--- config.mk ---
export PLATFORM = sky130hd
export DESIGN_NAME = block_chain_sequencer
export DESIGN_NICKNAME = d
export VERILOG_FILES = /design/src/rtl/block_chain_sequencer_pkg.sv /design/src/rtl/sequencer_fifo.sv /design/src/rtl/block_chain_sequencer.sv
export SDC_FILE = /design/constraint.sdc
export NUM_CORES = 1
export LEC_CHECK = 0
export ABC_AREA = 1
export BUFFER_PORTS_ARGS = -buffer_cell sky130_fd_sc_hd__buf_4
export CORE_ASPECT_RATIO = 1.4
export CORE_MARGIN = 2
export CORE_UTILIZATION = 49
export CTS_CLUSTER_SIZE = 10
export DETAILED_ROUTE_END_ITERATION = 10
export PLACE_DENSITY = 0.76
export RECOVER_POWER = 50
export SKIP_LAST_GASP = 1
export SLEW_MARGIN = 20
export SYNTH_ARGS = -nofsm -noshare
export SYNTH_HDL_FRONTEND = slang
export SYNTH_HIERARCHICAL = 1
export SYNTH_SLANG_ARGS = --single-unit
--- constraint.sdc ---
create_clock -name clk -period 4.1 [get_ports clk]
set_input_delay 0.82 -clock clk [delete_from_list [all_inputs] [get_ports clk]]
set_output_delay 0.82 -clock clk [all_outputs]
set_load 0.02 [all_outputs]
--- src/rtl/block_chain_sequencer_pkg.sv ---
// Shared types for the block chain sequencer.
//   DEF_BLOCK_W    default cipher block width
//   seq_state_e    sequencer FSM states
//   queue_entry_t  queue entry {encrypt, data} at the default width
package block_chain_sequencer_pkg;

    localparam int DEF_BLOCK_W = 64;

    typedef enum logic [1:0] {
        ST_IDLE,
        ST_ISSUE,
        ST_WAIT_CORE,
        ST_HOLD
    } seq_state_e;

    typedef struct packed {
        logic                   encrypt;
        logic [DEF_BLOCK_W-1:0] data;
    } queue_entry_t;

endpackage

--- src/rtl/sequencer_fifo.sv ---
// sequencer_fifo: DEPTH-entry synchronous FIFO.
//   clk, n_rst       clock, async active-low reset
//   push, push_data  write strobe/data (ignored while full)
//   pop, pop_data    read strobe (ignored while empty), head entry (show-ahead)
//   full, empty      occupancy flags
module sequencer_fifo #(
    parameter int W     = 65,
    parameter int DEPTH = 4
) (
    input  logic         clk,
    input  logic         n_rst,
    input  logic         push,
    input  logic [W-1:0] push_data,
    input  logic         pop,
    output logic [W-1:0] pop_data,
    output logic         full,
    output logic         empty
);
    localparam int AW = $clog2(DEPTH);

    logic [W-1:0] mem [DEPTH];
    // Extra MSB on each pointer separates full (MSBs differ) from empty.
    logic [AW:0]  wr_ptr, rd_ptr;

    assign empty    = (wr_ptr == rd_ptr);
    assign full     = (wr_ptr[AW] != rd_ptr[AW]) && (wr_ptr[AW-1:0] == rd_ptr[AW-1:0]);
    assign pop_data = mem[rd_ptr[AW-1:0]];

    always_ff @(posedge clk) begin
        if (push && !full) mem[wr_ptr[AW-1:0]] <= push_data;
    end

    always_ff @(posedge clk or negedge n_rst) begin
        if (!n_rst) begin
            wr_ptr <= '0;
            rd_ptr <= '0;
        end else begin
            if (push && !full) wr_ptr <= wr_ptr + 1'b1;
            if (pop && !empty) rd_ptr <= rd_ptr + 1'b1;
        end
    end

endmodule

--- src/rtl/block_chain_sequencer.sv ---
// block_chain_sequencer: queues blocks and feeds them one at a time through
// an external cipher core, presenting each result with a valid/ack handshake.
// Optional feature macro: CBC_CHAIN_EN (CBC chaining; ECB when undefined).
// Ports:
//   clk, n_rst                        clock, async active-low reset
//   rcv_data_ready, rcv_data, encrypt input block push
//   iv_load, iv_data                  chain register load (idle + empty only)
//   core_start/core_mode/core_data_in request to the cipher core
//   core_data_out, core_done          response from the cipher core
//   trans_data, trans_data_ready      result, held until handshake_ack
//   queue_full, overflow, busy        status (overflow is sticky)
module block_chain_sequencer
    import block_chain_sequencer_pkg::*;
#(
    parameter int BLOCK_W = DEF_BLOCK_W,
    parameter int DEPTH   = 4
) (
    input  logic               clk,
    input  logic               n_rst,
    input  logic               rcv_data_ready,
    input  logic [BLOCK_W-1:0] rcv_data,
    input  logic               encrypt,
    input  logic               iv_load,
    input  logic [BLOCK_W-1:0] iv_data,
    output logic               core_start,
    output logic               core_mode,
    output logic [BLOCK_W-1:0] core_data_in,
    input  logic [BLOCK_W-1:0] core_data_out,
    input  logic               core_done,
    output logic [BLOCK_W-1:0] trans_data,
    output logic               trans_data_ready,
    input  logic               handshake_ack,
    output logic               queue_full,
    output logic               overflow,
    output logic               busy
);
    // Same layout as queue_entry_t, sized by BLOCK_W.
    typedef struct packed {
        logic               encrypt;
        logic [BLOCK_W-1:0] data;
    } entry_t;

    seq_state_e state;
    entry_t     push_ent, head, work;
    logic       q_empty, pop;

    assign push_ent = '{encrypt: encrypt, data: rcv_data};
    assign pop      = (state == ST_IDLE) && !q_empty;
    assign busy     = (state != ST_IDLE) || !q_empty;

    sequencer_fifo #(.W(BLOCK_W + 1), .DEPTH(DEPTH)) u_fifo (
        .clk       (clk),
        .n_rst     (n_rst),
        .push      (rcv_data_ready),
        .push_data (push_ent),
        .pop       (pop),
        .pop_data  (head),
        .full      (queue_full),
        .empty     (q_empty)
    );

`ifdef CBC_CHAIN_EN
    logic [BLOCK_W-1:0] chain;
`else
    logic unused_ecb;
    assign unused_ecb = ^{iv_load, iv_data, work};
`endif

    always_ff @(posedge clk or negedge n_rst) begin
        if (!n_rst) begin
            state            <= ST_IDLE;
            work             <= '0;
            core_start       <= 1'b0;
            core_mode        <= 1'b0;
            core_data_in     <= '0;
            trans_data       <= '0;
            trans_data_ready <= 1'b0;
            overflow         <= 1'b0;
`ifdef CBC_CHAIN_EN
            chain            <= '0;
`endif
        end else begin
            core_start <= 1'b0;
            if (rcv_data_ready && queue_full) overflow <= 1'b1;

            case (state)
                ST_IDLE: begin
                    if (!q_empty) begin
                        // Pop and launch together so core_start is high
                        // exactly for the single ISSUE cycle.
                        work       <= head;
                        core_mode  <= head.encrypt;
                        core_start <= 1'b1;
`ifdef CBC_CHAIN_EN
                        core_data_in <= head.encrypt ? (head.data ^ chain) : head.data;
`else
                        core_data_in <= head.data;
`endif
                        state <= ST_ISSUE;
                    end
`ifdef CBC_CHAIN_EN
                    else if (iv_load) begin
                        chain <= iv_data;
                    end
`endif
                end
                ST_ISSUE: state <= ST_WAIT_CORE;
                ST_WAIT_CORE: begin
                    if (core_done) begin
`ifdef CBC_CHAIN_EN
                        if (work.encrypt) begin
                            trans_data <= core_data_out;
                            chain      <= core_data_out;
                        end else begin
                            trans_data <= core_data_out ^ chain;
                            chain      <= work.data;
                        end
`else
                        trans_data <= core_data_out;
`endif
                        trans_data_ready <= 1'b1;
                        state            <= ST_HOLD;
                    end
                end
                ST_HOLD: begin
                    if (handshake_ack) begin
                        trans_data_ready <= 1'b0;
                        state            <= ST_IDLE;
                    end
                end
                default: state <= ST_IDLE;
            endcase
        end
    end

endmodule
-- Word level (Yosys, flattened, before mapping)
Memories as Yosys holds them, arrays and structs flattened. A register that Yosys moved wholly into a read port is not among the register bits.
Cells that the tools add are included.
- flip-flop bits (word level): 75
- bits in latches: 0
- bits in writable memories: 260
- ROM bits: 0
- input port bits: 199
- output and inout port bits: 134
- memories kept: 1
- add/subtract/negate cells: 2
- multipliers: 0
- divide/modulo/power cells: 0
- magnitude comparators: 0
- equal/unequal tests: 9
- shift operators: 0
- multiplexer cells: 11
- bitwise gates (word level): 1
- reduce and logical (&&, ||, !) cells: 16
- memory list (memory ; words ; width ; read ports ; clocked after Yosys merged registers in ; write ports ; RTL line ; text):
    u_fifo.mem ; 4 ; 65 ; 1 ; 1 ; 1 ; sequencer_fifo.sv:21 ; logic [W-1:0] mem [DEPTH];
- operator list (cell ; count):
    case mux 2 bit (4 select lines) ; 1
    adder 3 x 1 -> 3 bit (second input constant) ; 2
    2-to-1 mux 1 bit ; 6
    2-to-1 mux 2 bit ; 3
    inequality test 2 bit (second input constant) ; 3
    AND reduction 3 bit ; 2
    logical AND 1 bit ; 5
    == test 2 bit (second input constant) ; 2
    AND reduction 2 bit ; 2
    nonzero test 2 bit ; 2
    == test 3 bit ; 1
    zero test 1 bit ; 3
    == test 2 x 1 -> 1 bit (second input constant) ; 1
    == test 2 bit ; 1
    zero test 2 bit ; 1
    case mux 1 bit (2 select lines) ; 1
    logical OR 1 bit ; 1
    inequality test 1 bit ; 1
    NOT 1 bit ; 1

-- Logic depth before layout (Yosys ltp)
Gate-level depths: netlist of run 1.
- depth in word-level cells: 6
- mapped depth: 12

-- Hierarchy
The synthesis of run 1 kept the hierarchy.
- by module, submodules not included (module ; times used ; cells an instance ; area an instance (µm²) ; sequential area each (µm²)):
    sequencer_fifo ; 1 ; 689 ; 10523.8 ; 7957.6
    block_chain_sequencer ; 1 ; 590 ; 5302.6 ; 3353.2

-- Worst setup path before layout of run 1
Ideal clock, no wire load.
- kind: register -> register
- start point: register u_fifo.rd_ptr[0]
- end point: memory u_fifo.mem[0][0] (enable)
- setup time: 0.488 ns
- arrival time: 3.664 ns
- data required time: 3.612 ns
- setup slack: -0.052 ns
- stages on the path, launching flop included: 8
- path buffers: 1
- clock period less this slack: 4.152 ns
- cells stage by stage: dfrtp_1 > buf_6 > inv_4 > nand2_1 > nand2_2 > nand3_4 > nand2_2 > nor2_1
- longest elaborated chain between the ends: 6
- ends and longest elaborated chain (element ; RTL line ; text):
    start, declared ; sequencer_fifo.sv:23 ; logic [AW:0] wr_ptr, rd_ptr;
    start signal, assigned ; sequencer_fifo.sv:39 ; if (pop && !empty) rd_ptr <= rd_ptr + 1'b1;
    == test 2 bit ; sequencer_fifo.sv:26 ; assign full = (wr_ptr[AW] != rd_ptr[AW]) && (wr_ptr[AW-1:0] == rd_ptr[AW-1:0]);
    logical AND 1 bit ; sequencer_fifo.sv:26 ;
    zero test 1 bit ; sequencer_fifo.sv:30 ; if (push && !full) mem[wr_ptr[AW-1:0]] <= push_data;
    logical AND 1 bit ; sequencer_fifo.sv:30 ;
    2-to-1 mux 1 bit ; sequencer_fifo.sv:30 ;
    2-to-1 mux 1 bit (implied by the code) ; sequencer_fifo.sv:30 ;
    end, declared ; sequencer_fifo.sv:21 ;
No other way between the ends.

-- Worst setup path after layout of run 1
- start point: input core_done
- end point: register trans_data[21]
- longest elaborated chain between the ends: 1
- ends and longest elaborated chain (element ; RTL line ; text):
    start, declared ; block_chain_sequencer.sv:29 ; input logic core_done,
    AND reduction 2 bit (no line) ; - ;
    end signal, assigned ; block_chain_sequencer.sv:119 ; trans_data <= core_data_out;
    end, declared ; block_chain_sequencer.sv:30 ; output logic [BLOCK_W-1:0] trans_data,
No other way between the ends.
A chain may end at the register's enable or synchronous reset.

==> flow_metrics.env, run 1 <==
export IMPL_worst_pin_slew_ns=2.05
export IMPL_ys_flop_type="edfxtp_1"
export IMPL_cpPeakStageDelay_ns=1.59
export IMPL_p_clk_frac=0.235
export IMPL_die_w_um=156
export IMPL_grt_overflow_total=0
export IMPL_rsz0062_at_grt="no"
export IMPL_wl_per_cell_um=18.7
export IMPL_p_leak_nw=7.97
export IMPL_setup_violations_final=0
export IMPL_skew_ns=0.0174
export IMPL_drc=0
export IMPL_synth_most_common_cell="nand2_1"
export IMPL_grt_pass1_vias=10500
export IMPL_outcome="complete, but fails checks"
export IMPL_start_util=0.499
export IMPL_cts_root_buf="clkbuf_16"
export IMPL_synth_net_count=1488
export IMPL_cpMostUsedCell="nand2_1"
export IMPL_arrival_ns=3.89
export IMPL_final_min_clock_period_ns=3.48
export IMPL_routed_via_count=10500
export IMPL_cp_max_fo=66
export IMPL_drive_gt1_frac=0.227
export IMPL_peakVddDrop_uv=492
export IMPL_r2r_start="u_fifo/rd_ptr[0]"
export IMPL_clock_latency_ns=0.54
export IMPL_violations="max-capacitance violations, max-slew violations"
export IMPL_worstRegToRegCells=11
export IMPL_final_util=0.604
export IMPL_die_area_um2=33800
export IMPL_track_usage=0.216
export IMPL_postSynthAreaPerCell_um2=12.4
export IMPL_grt_pass1_wl_um=56400
export IMPL_critPathLaunchType="input port"
export IMPL_numClockSinks=400
export IMPL_hold_class="in2async"
export IMPL_cts_buffers=46
export IMPL_fmax_mhz=287
export IMPL_hold_viol=0
export IMPL_p_per_area_nw_per_um2=826
export IMPL_gp_congestion=0.759
export IMPL_dr_pass1_iters=5
export IMPL_crit_chain="clkbuf_2, nand2_1, nand2_1, nand2_1"
export IMPL_cp_top_family="simple AND/OR/NAND/NOR gates"
export IMPL_cp_endpoint="trans_data[21]"
export IMPL_path_class="in2reg"
export IMPL_die_height_um=217
export IMPL_slew_headroom=-0.370
export IMPL_grt_max_degree=104
export IMPL_clock_path_buffers=3
export IMPL_design_area_um2=19100
export IMPL_rrSetupSlack_ns=1.12
export IMPL_dp_hpwl_um=21000
export IMPL_ant_nets=0
export IMPL_ys_seq_area_frac=0.715
export IMPL_async_flop_share=0.350
export IMPL_crit_start="core_done"
export IMPL_crit_path_end_kind="flop"
export IMPL_yosysWarningCount=6
export IMPL_required_ns=4.51
export IMPL_synth_top_area_cell="edfxtp_1"
export IMPL_intPower_mw=9.82
export IMPL_p_sw_frac=0.379
export IMPL_cap_violations=1
export IMPL_nets=1745
export IMPL_ys_top_cells_by_area="edfxtp_1 49%, dfrtp_1 22%, nand2_1 8.3%, o21ai_0 3.4%, nor2_1 2.4%"
export IMPL_pin_count=333
export IMPL_antenna_found_initial=4
export IMPL_clkTransAtPathRegs_ns=0.06
export IMPL_area_growth_pct=21.0
export IMPL_path_buf_inv=1
export IMPL_pwr_share_seq=0.395
export IMPL_initialDrtViolationCount=756
export IMPL_cp_slowest_cell="nand2_1"
export IMPL_cts_tree="done"
export IMPL_slew_viol_final=65
export IMPL_rows=77
export IMPL_syn_instance_count=1279
export IMPL_finalCritPeriodShare=0.850
export IMPL_synth_edf_count=260
export IMPL_p_switching_mw=5.99
export IMPL_cts_resized=0
export IMPL_placed_cell_area_um2=18000
export IMPL_r2r_end="u_fifo/rd_ptr[1]"
export IMPL_core_area_um2=31700
export IMPL_whs_ns=0.389
export IMPL_postCtsHoldBufs=0
export IMPL_cts_setup_buffers=0
export IMPL_ys_ff_latch=400
export IMPL_numPortBuffers=267
export IMPL_syn_area_um2=15800
export IMPL_cts_htree_levels=2
export IMPL_synth_cell_types=28
export IMPL_cp_depth=4
export IMPL_yosysTopAreaCellShare=0.493
export IMPL_via_per_inst=5.35
export IMPL_wl_um=36900
export IMPL_combPwrFrac=0.371
export IMPL_synth_commonest_cells="350 x nand2_1, 260 x edfxtp_1, 140 x dfrtp_1"
## logic make-up after synthesis
kind of cell | Yosys count | share of synthesized area
AO/OA/AOI/OAI | 196 | 0.0801
adder cells (fa/ha/maj) | 10 | 0.00791
flip-flops | 400 | 0.715
XOR/XNOR | 2 | 0.00111
AND/OR/NAND/NOR | 573 | 0.160
buffers and inverters | 98 | 0.0364
## layout make-up
| cell class | count | area, um^2 |
|---|---|---|
| Fill cell | 2511 | 12600 |
| Sequential cell | 400 | 11300 |
| Multi-Input combinational cell | 781 | 3960 |
| Timing Repair Buffer | 285 | 1900 |
| Clock buffer | 81 | 1360 |
| Tap cell | 395 | 494 |
| Inverter | 22 | 88.8 |
| Antenna cell | 5 | 12.5 |
| Clock inverter | 1 | 8.76 |
## layout by cell type, fill, tap and decap left out, types with 2 or more instances in the layout
cell and n:
clkbuf_8 2, nor2_4 33, dfrtp_1 138, clkbuf_16 49, o21ai_0 106, o22ai_2 30
nand3_1 72, ha_1 9, inv_2 3, clkbuf_1 102, o22ai_1 35, buf_4 210
nand2_1 350, edfxtp_1 260, diode_2 5, buf_12 2, o21ai_2 4, inv_6 2
nor2_1 100, nand2_2 13, inv_1 17, o21ai_1 20, nand4_1 2
## routing by layer
layer / GRT usage / vias up / wire length, um
li1: - / 4938 / -
met1: 0.253 / 5222 / 14400
met2: 0.394 / 320 / 19300
met3: 0.0436 / 64 / 2180
met4: 0.0713 / 0 / 1010
met5: 0 / - / 0
## state kept, by name, summed over array words and instances (netlist names)
name	count
core_start	1
u_fifo/wr_ptr	3
u_fifo/mem	260
core_mode	1
u_fifo/rd_ptr	3
state	2
overflow	1
trans_data	64
core_data_in	64
trans_data_ready	1
## power groups by stage
stage	registers [mW]	clock network [mW]	logic, mW
after floorplan	6.90	0	3.28
after global placement	6.25	0	5.80
after detailed placement	6.30	0	5.96
after CTS	6.24	3.79	5.99
after global routing	6.35	3.96	6.43
final	6.24	3.71	5.86
## through the flow
stage	setup WS, ns	TNS, ns	power (mW)	cells
floorplan	-0.0520	-10.14	10.2	1279
global placement	1.11	0	12.1	1883
detailed placement	1.08	0	12.3	1883
CTS	0.771	0	16.0	1965
global route	0.343	0	16.7	1969
finish	0.617	0	15.8	1970
## worst min path at each step
stage / end / cells past startpoint / slack (ns) / startpoint
6_report: trans_data[24] / 1 / 0.39 / n_rst
5_1_grt: trans_data[24] / 1 / 0.47 / n_rst
4_1_cts: u_fifo/mem[0][61] / 1 / 0.44 / rcv_data[61]
3_5_place_dp: overflow / 1 / 0.46 / overflow
3_3_place_gp: overflow / 1 / 0.44 / overflow
2_1_floorplan: state[0] / 2 / 0.48 / state[0]
Note: power is estimated with default switching activity, not from simulation.
==> run 2: changes to the inputs <==
--- a/config.mk
+++ b/config.mk
@@ -9,10 +9,10 @@
 export BUFFER_PORTS_ARGS = -buffer_cell sky130_fd_sc_hd__buf_4
 export CORE_ASPECT_RATIO = 1.4
 export CORE_MARGIN = 2
-export CORE_UTILIZATION = 49
+export CORE_UTILIZATION = 55
 export CTS_CLUSTER_SIZE = 10
 export DETAILED_ROUTE_END_ITERATION = 10
-export PLACE_DENSITY = 0.76
+export PLACE_DENSITY = 0.8
 export RECOVER_POWER = 50
 export SKIP_LAST_GASP = 1
 export SLEW_MARGIN = 20
==> constraint.sdc (replaced) <==
create_clock -name clk -period 3.55 [get_ports clk]
set_input_delay 0.71 -clock clk [delete_from_list [all_inputs] [get_ports clk]]
set_output_delay 0.71 -clock clk [all_outputs]
set_load 0.02 [all_outputs]
==> run 2 against run 1 <==
Effect of this change:
- first-iteration DRC count shrank 4.0%
- the run still ends with max-capacitance violations, max-slew violations left
- critical endpoint is now busy
- clock power grew 12%
- highest routed layer is now met5
- hold slack lost 0.24 ns
==> flow_metrics.env, run 2 (synthesis results as in run 1) <==
export IMPL_outcome="complete, but fails checks"
export IMPL_violations="max-capacitance violations, max-slew violations"
export IMPL_largest_reg_flops=260
export IMPL_cpPeakStageDelay_ns=0.85
export IMPL_cts_htree_levels=2
export IMPL_cts_tree="done"
export IMPL_cts_root_buf="clkbuf_16"
export IMPL_start_util=0.557
export IMPL_p_sw_frac=0.385
export IMPL_cts_setup_buffers=0
export IMPL_dr_pass1_iters=5
export IMPL_initialDrtViolationCount=726
export IMPL_fin_cells=1945
export IMPL_grt_pass1_wl_um=55300
export IMPL_die_area_um2=30200
export IMPL_critPathLaunchType="flop"
export IMPL_area_growth_pct=19.1
export IMPL_core_area_um2=28400
export IMPL_clkTransAtPathRegs_ns=0.05
export IMPL_grt_max_degree=132
export IMPL_slew_viol_final=65
export IMPL_finalCritPeriodShare=0.851
export IMPL_fmax_mhz=331
export IMPL_p_clk_frac=0.232
export IMPL_postCtsHoldBufs=0
export IMPL_wl_um=36500
export IMPL_required_ns=2.84
export IMPL_nets=1747
export IMPL_die_w_um=147
export IMPL_p_leak_nw=7.73
export IMPL_cp_slowest_cell="dfrtp_4"
export IMPL_hold_class="in2async"
export IMPL_routed_via_count=10700
export IMPL_intPower_mw=11.0
export IMPL_setup_violations_final=0
export IMPL_grt_pass1_vias=10600
export IMPL_p_per_area_nw_per_um2=948
export IMPL_crit_path_end_kind="output port"
export IMPL_layout_commonest_cell="nand2_1"
export IMPL_cpMostUsedCell="nand2_1"
export IMPL_drc=0
export IMPL_pwr_share_seq=0.402
export IMPL_pin_count=333
export IMPL_dp_cells=1865
export IMPL_cts_resized=0
export IMPL_crit_chain="nand2_1, nand2_1, nand3_2, inv_1, nand2_1, buf_4"
export IMPL_drive_gt1_frac=0.190
export IMPL_die_height_um=205
export IMPL_clock_latency_ns=0.53
export IMPL_design_area_um2=18800
export IMPL_peakVddDrop_uv=658
export IMPL_rsz0062_at_grt="no"
export IMPL_rows=73
export IMPL_cts_buffers=46
export IMPL_worst_pin_slew_ns=1.70
export IMPL_dp_hpwl_um=21100
export IMPL_numClockSinks=400
export IMPL_antenna_found_initial=4
export IMPL_hold_viol=0
export IMPL_path_class="reg2out"
export IMPL_via_per_inst=5.48
export IMPL_final_min_clock_period_ns=3.02
export IMPL_p_switching_mw=6.88
export IMPL_arrival_ns=2.31
export IMPL_mostFrequentLayoutCells="351 x nand2_1, 260 x edfxtp_1, 156 x clkbuf_1, 154 x buf_4, 138 x dfrtp_1"
export IMPL_wl_per_cell_um=18.7
export IMPL_cap_violations=1
export IMPL_gp_congestion=0.786
export IMPL_placed_cell_area_um2=18000
export IMPL_track_usage=0.238
export IMPL_cp_max_fo=61
export IMPL_ant_nets=0
export IMPL_combPwrFrac=0.366
export IMPL_skew_ns=0.0165
export IMPL_clock_path_buffers=3
export IMPL_worstRegToRegCells=7
export IMPL_grt_overflow_total=0
export IMPL_slew_headroom=-0.137
export IMPL_numPortBuffers=267
==> run 2: stage by stage <==
step	power (mW)	setup TNS, ns	hold WS [ns]	worst slack, ns	utilization
3_3_place_gp	13.9	0	0.455	0.990	0.635
5_1_grt	18.9	0	0.181	0.349	0.663
3_5_place_dp	14.1	0	0.460	0.977	0.635
2_1_floorplan	11.8	-117.39	0.414	-0.602	-
6_report	17.9	0	0.148	0.531	0.663
4_1_cts	18.3	0	0.162	0.493	0.681
==> run 2: final timing paths <==
path	slack [ns]	startpoint	to
worst max register to register	0.88	u_fifo/rd_ptr[0]	u_fifo/mem[1][27]
min in group clk	0.41	core_data_out[40]	trans_data[40]
max in group asynchronous	1.32	n_rst	trans_data[42]
worst min-delay path	0.15	n_rst	trans_data[15]
worst max-delay path	0.53	u_fifo/rd_ptr[0]	busy
worst min register to register	0.47	trans_data[53]	trans_data[53]
==> run 2: layer usage <==
| metal | global-route usage | vias to the layer above | part of all wire |
|---|---|---|---|
| met5 | 0 | - | 0.00093 |
| met4 | 0.110 | 4 | 0.033 |
| met1 | 0.282 | 5195 | 0.38 |
| met3 | 0.0499 | 73 | 0.077 |
| li1 | - | 4930 | - |
| met2 | 0.416 | 454 | 0.51 |
==> run 2: final cells by class <==
type / instances / area [um^2]
timing repair buffer: 287 / 1700
antenna: 3 / 7.51
tap: 375 / 469
clock inverter: 2 / 17.5
inverter: 22 / 88.8
clock buffer: 75 / 1290
sequential: 400 / 11300
multi-input combinational: 781 / 3960
fill: 2115 / 9560
==> run 2: power groups by stage <==
stage / combinational (mW) / clock, mW / sequential, mW
floorplan: 3.79 / 0 / 7.97
global placement: 6.69 / 0 / 7.22
detailed placement: 6.87 / 0 / 7.26
CTS: 6.91 / 4.23 / 7.20
global route: 7.17 / 4.42 / 7.32
finish: 6.53 / 4.15 / 7.19
==> run 2: critical path: cells and delay by family (launching register included) <==
kind	cells	cell delay (ns)
buffers and inverters	2	0.31
flip-flops	1	0.85
AND/OR/NAND/NOR	4	0.58
==> run 3: changes to the inputs <==
--- a/config.mk
+++ b/config.mk
@@ -7,12 +7,14 @@
 export LEC_CHECK = 0
 export ABC_AREA = 1
 export BUFFER_PORTS_ARGS = -buffer_cell sky130_fd_sc_hd__buf_4
+export CELL_PAD_IN_SITES_DETAIL_PLACEMENT = 1
+export CELL_PAD_IN_SITES_GLOBAL_PLACEMENT = 1
 export CORE_ASPECT_RATIO = 1.4
 export CORE_MARGIN = 2
-export CORE_UTILIZATION = 55
+export CORE_UTILIZATION = 43
 export CTS_CLUSTER_SIZE = 10
 export DETAILED_ROUTE_END_ITERATION = 10
-export PLACE_DENSITY = 0.8
+export PLACE_DENSITY_LB_ADDON = 0.1
 export RECOVER_POWER = 50
 export SKIP_LAST_GASP = 1
 export SLEW_MARGIN = 20
==> run 3 against run 2 <==
Effect of this change:
- the run still ends with max-capacitance violations, max-slew violations left
- largest power group unchanged
- critical endpoint unchanged
- combinational power increased by 3.4%
- critical path type unchanged
- global-route usage fell by 2.9 points
- first-iteration DRC count decreased by 25%
- final area increased by 0.82%
==> flow_metrics.env, run 3 (synthesis results as in run 1) <==
export IMPL_hold_class="in2reg"
export IMPL_numClockSinks=400
export IMPL_wl_per_cell_um=19.6
export IMPL_largest_reg_flops=260
export IMPL_p_per_area_nw_per_um2=947
export IMPL_arrival_ns=1.87
export IMPL_clock_latency_ns=0.54
export IMPL_antenna_found_initial=4
export IMPL_postCtsHoldBufs=0
export IMPL_required_ns=2.84
export IMPL_outcome="complete, but fails checks"
export IMPL_fmax_mhz=388
export IMPL_slew_viol_final=82
export IMPL_cp_max_fo=5
export IMPL_grt_pass1_vias=11500
export IMPL_grt_overflow_total=0
export IMPL_layout_commonest_cell="nand2_1"
export IMPL_mostFrequentLayoutCells="351 x nand2_1, 260 x edfxtp_1, 158 x clkbuf_1, 152 x buf_4, 138 x dfrtp_1"
export IMPL_multi_input_area_um2=3950
export IMPL_area_growth_pct=20.0
export IMPL_gp_congestion=0.733
export IMPL_initialDrtViolationCount=542
export IMPL_wl_um=40000
export IMPL_clkTransAtPathRegs_ns=0.05
export IMPL_start_util=0.434
export IMPL_pin_count=333
export IMPL_dr_pass1_iters=6
export IMPL_path_class="reg2out"
export IMPL_grt_pass1_wl_um=63000
export IMPL_fin_setup_tns_ns=0
export IMPL_drc=0
export IMPL_skew_ns=0.0176
export IMPL_die_area_um2=38400
export IMPL_numPortBuffers=267
export IMPL_drive_gt1_frac=0.189
export IMPL_crit_path_end_kind="output port"
export IMPL_cts_buffers=46
export IMPL_dp_hpwl_um=23200
export IMPL_nets=1747
export IMPL_hold_viol=0
export IMPL_min_path_cells=3
export IMPL_slew_headroom=-0.565
export IMPL_die_height_um=231
export IMPL_violations="max-capacitance violations, max-slew violations"
export IMPL_final_min_clock_period_ns=2.58
export IMPL_cts_root_buf="clkbuf_16"
export IMPL_track_usage=0.209
export IMPL_finalPower_mw=18.0
export IMPL_critPathLaunchType="flop"
export IMPL_rows=83
export IMPL_fillers=3812
export IMPL_grt_max_degree=132
export IMPL_cts_tree="done"
export IMPL_cts_htree_levels=2
export IMPL_via_per_inst=5.19
export IMPL_core_area_um2=36500
export IMPL_routed_via_count=10600
export IMPL_register_area_um2=11300
export IMPL_worst_pin_slew_ns=2.35
export IMPL_cap_violations=1
export IMPL_worstRegToRegCells=7
export IMPL_setup_violations_final=0
export IMPL_rsz0062_at_grt="no"
export IMPL_clock_path_buffers=3
export IMPL_cts_resized=0
export IMPL_cts_setup_buffers=0
export IMPL_ant_nets=0
export IMPL_peakVddDrop_uv=570
export IMPL_whs_ns=0.404
export IMPL_finalCritPeriodShare=0.726
export IMPL_die_w_um=166
export IMPL_p_leak_nw=7.74
-- run 3: cell count changes in the layout (fill, tap and decap cells not counted), sizes merged --
| cell | previous run | this run |
|---|---|---|
| buf | 157 | 158 |
| clkbuf | 205 | 206 |
| clkinv | 1 | 2 |
| inv | 23 | 22 |
-- run 3: final cells by class --
cell class | count | area share
clock buffer | 77 | 0.0678
inverter | 22 | 0.00474
tap | 467 | 0.0308
clock inverter | 2 | 0.000922
antenna | 3 | 0.000395
multi-input combinational | 781 | 0.208
timing repair buffer | 287 | 0.0919
sequential | 400 | 0.596
-- run 3: where the power goes --
part / internal [mW] / total (mW) / leakage, nW / switching, mW
clock: 2.45 / 4.20 / 0.624 / 1.75
combinational: 2.08 / 6.75 / 3.00 / 4.66
sequential: 6.46 / 7.05 / 4.12 / 0.589
-- run 3: layer usage --
layer  wire [um]  GRT usage
met1       16500      0.250
met2       20500      0.379
met3        2090     0.0442
met4         900     0.0611
met5          10          0
-- run 3: per-stage QoR --
step,instances,utilization,worst slack (ns),area [um^2]
after floorplan,1279,-,-0.602,15800
after global placement,1957,0.499,1.32,18200
after detailed placement,1957,0.499,1.25,18200
after CTS,2036,0.535,0.823,19500
after global routing,2039,0.521,0.450,19000
final,2039,0.521,0.971,19000
-- run 3: critical path: stages (launching register included) --
cell	delay (ns)
dfrtp_1	0.43
inv_1	0.15
nand2_1	0.07
nand2_1	0.09
nand3_2	0.16
inv_1	0.11
nand2_1	0.12
buf_4	0.19
-- run 3: worst paths after layout --
| check | to | slack [ns] | from |
|---|---|---|---|
| max in group asynchronous | u_fifo/rd_ptr[0] | 1.01 | n_rst |
| min in group asynchronous | trans_data[43] | 0.89 | n_rst |
| hold reg to reg | trans_data[47] | 0.47 | trans_data[47] |
| hold / removal | trans_data[5] | 0.40 | core_data_out[5] |
| setup reg to reg | u_fifo/mem[2][36] | 1.17 | u_fifo/wr_ptr[0] |
| setup / recovery | busy | 0.97 | u_fifo/wr_ptr[0] |
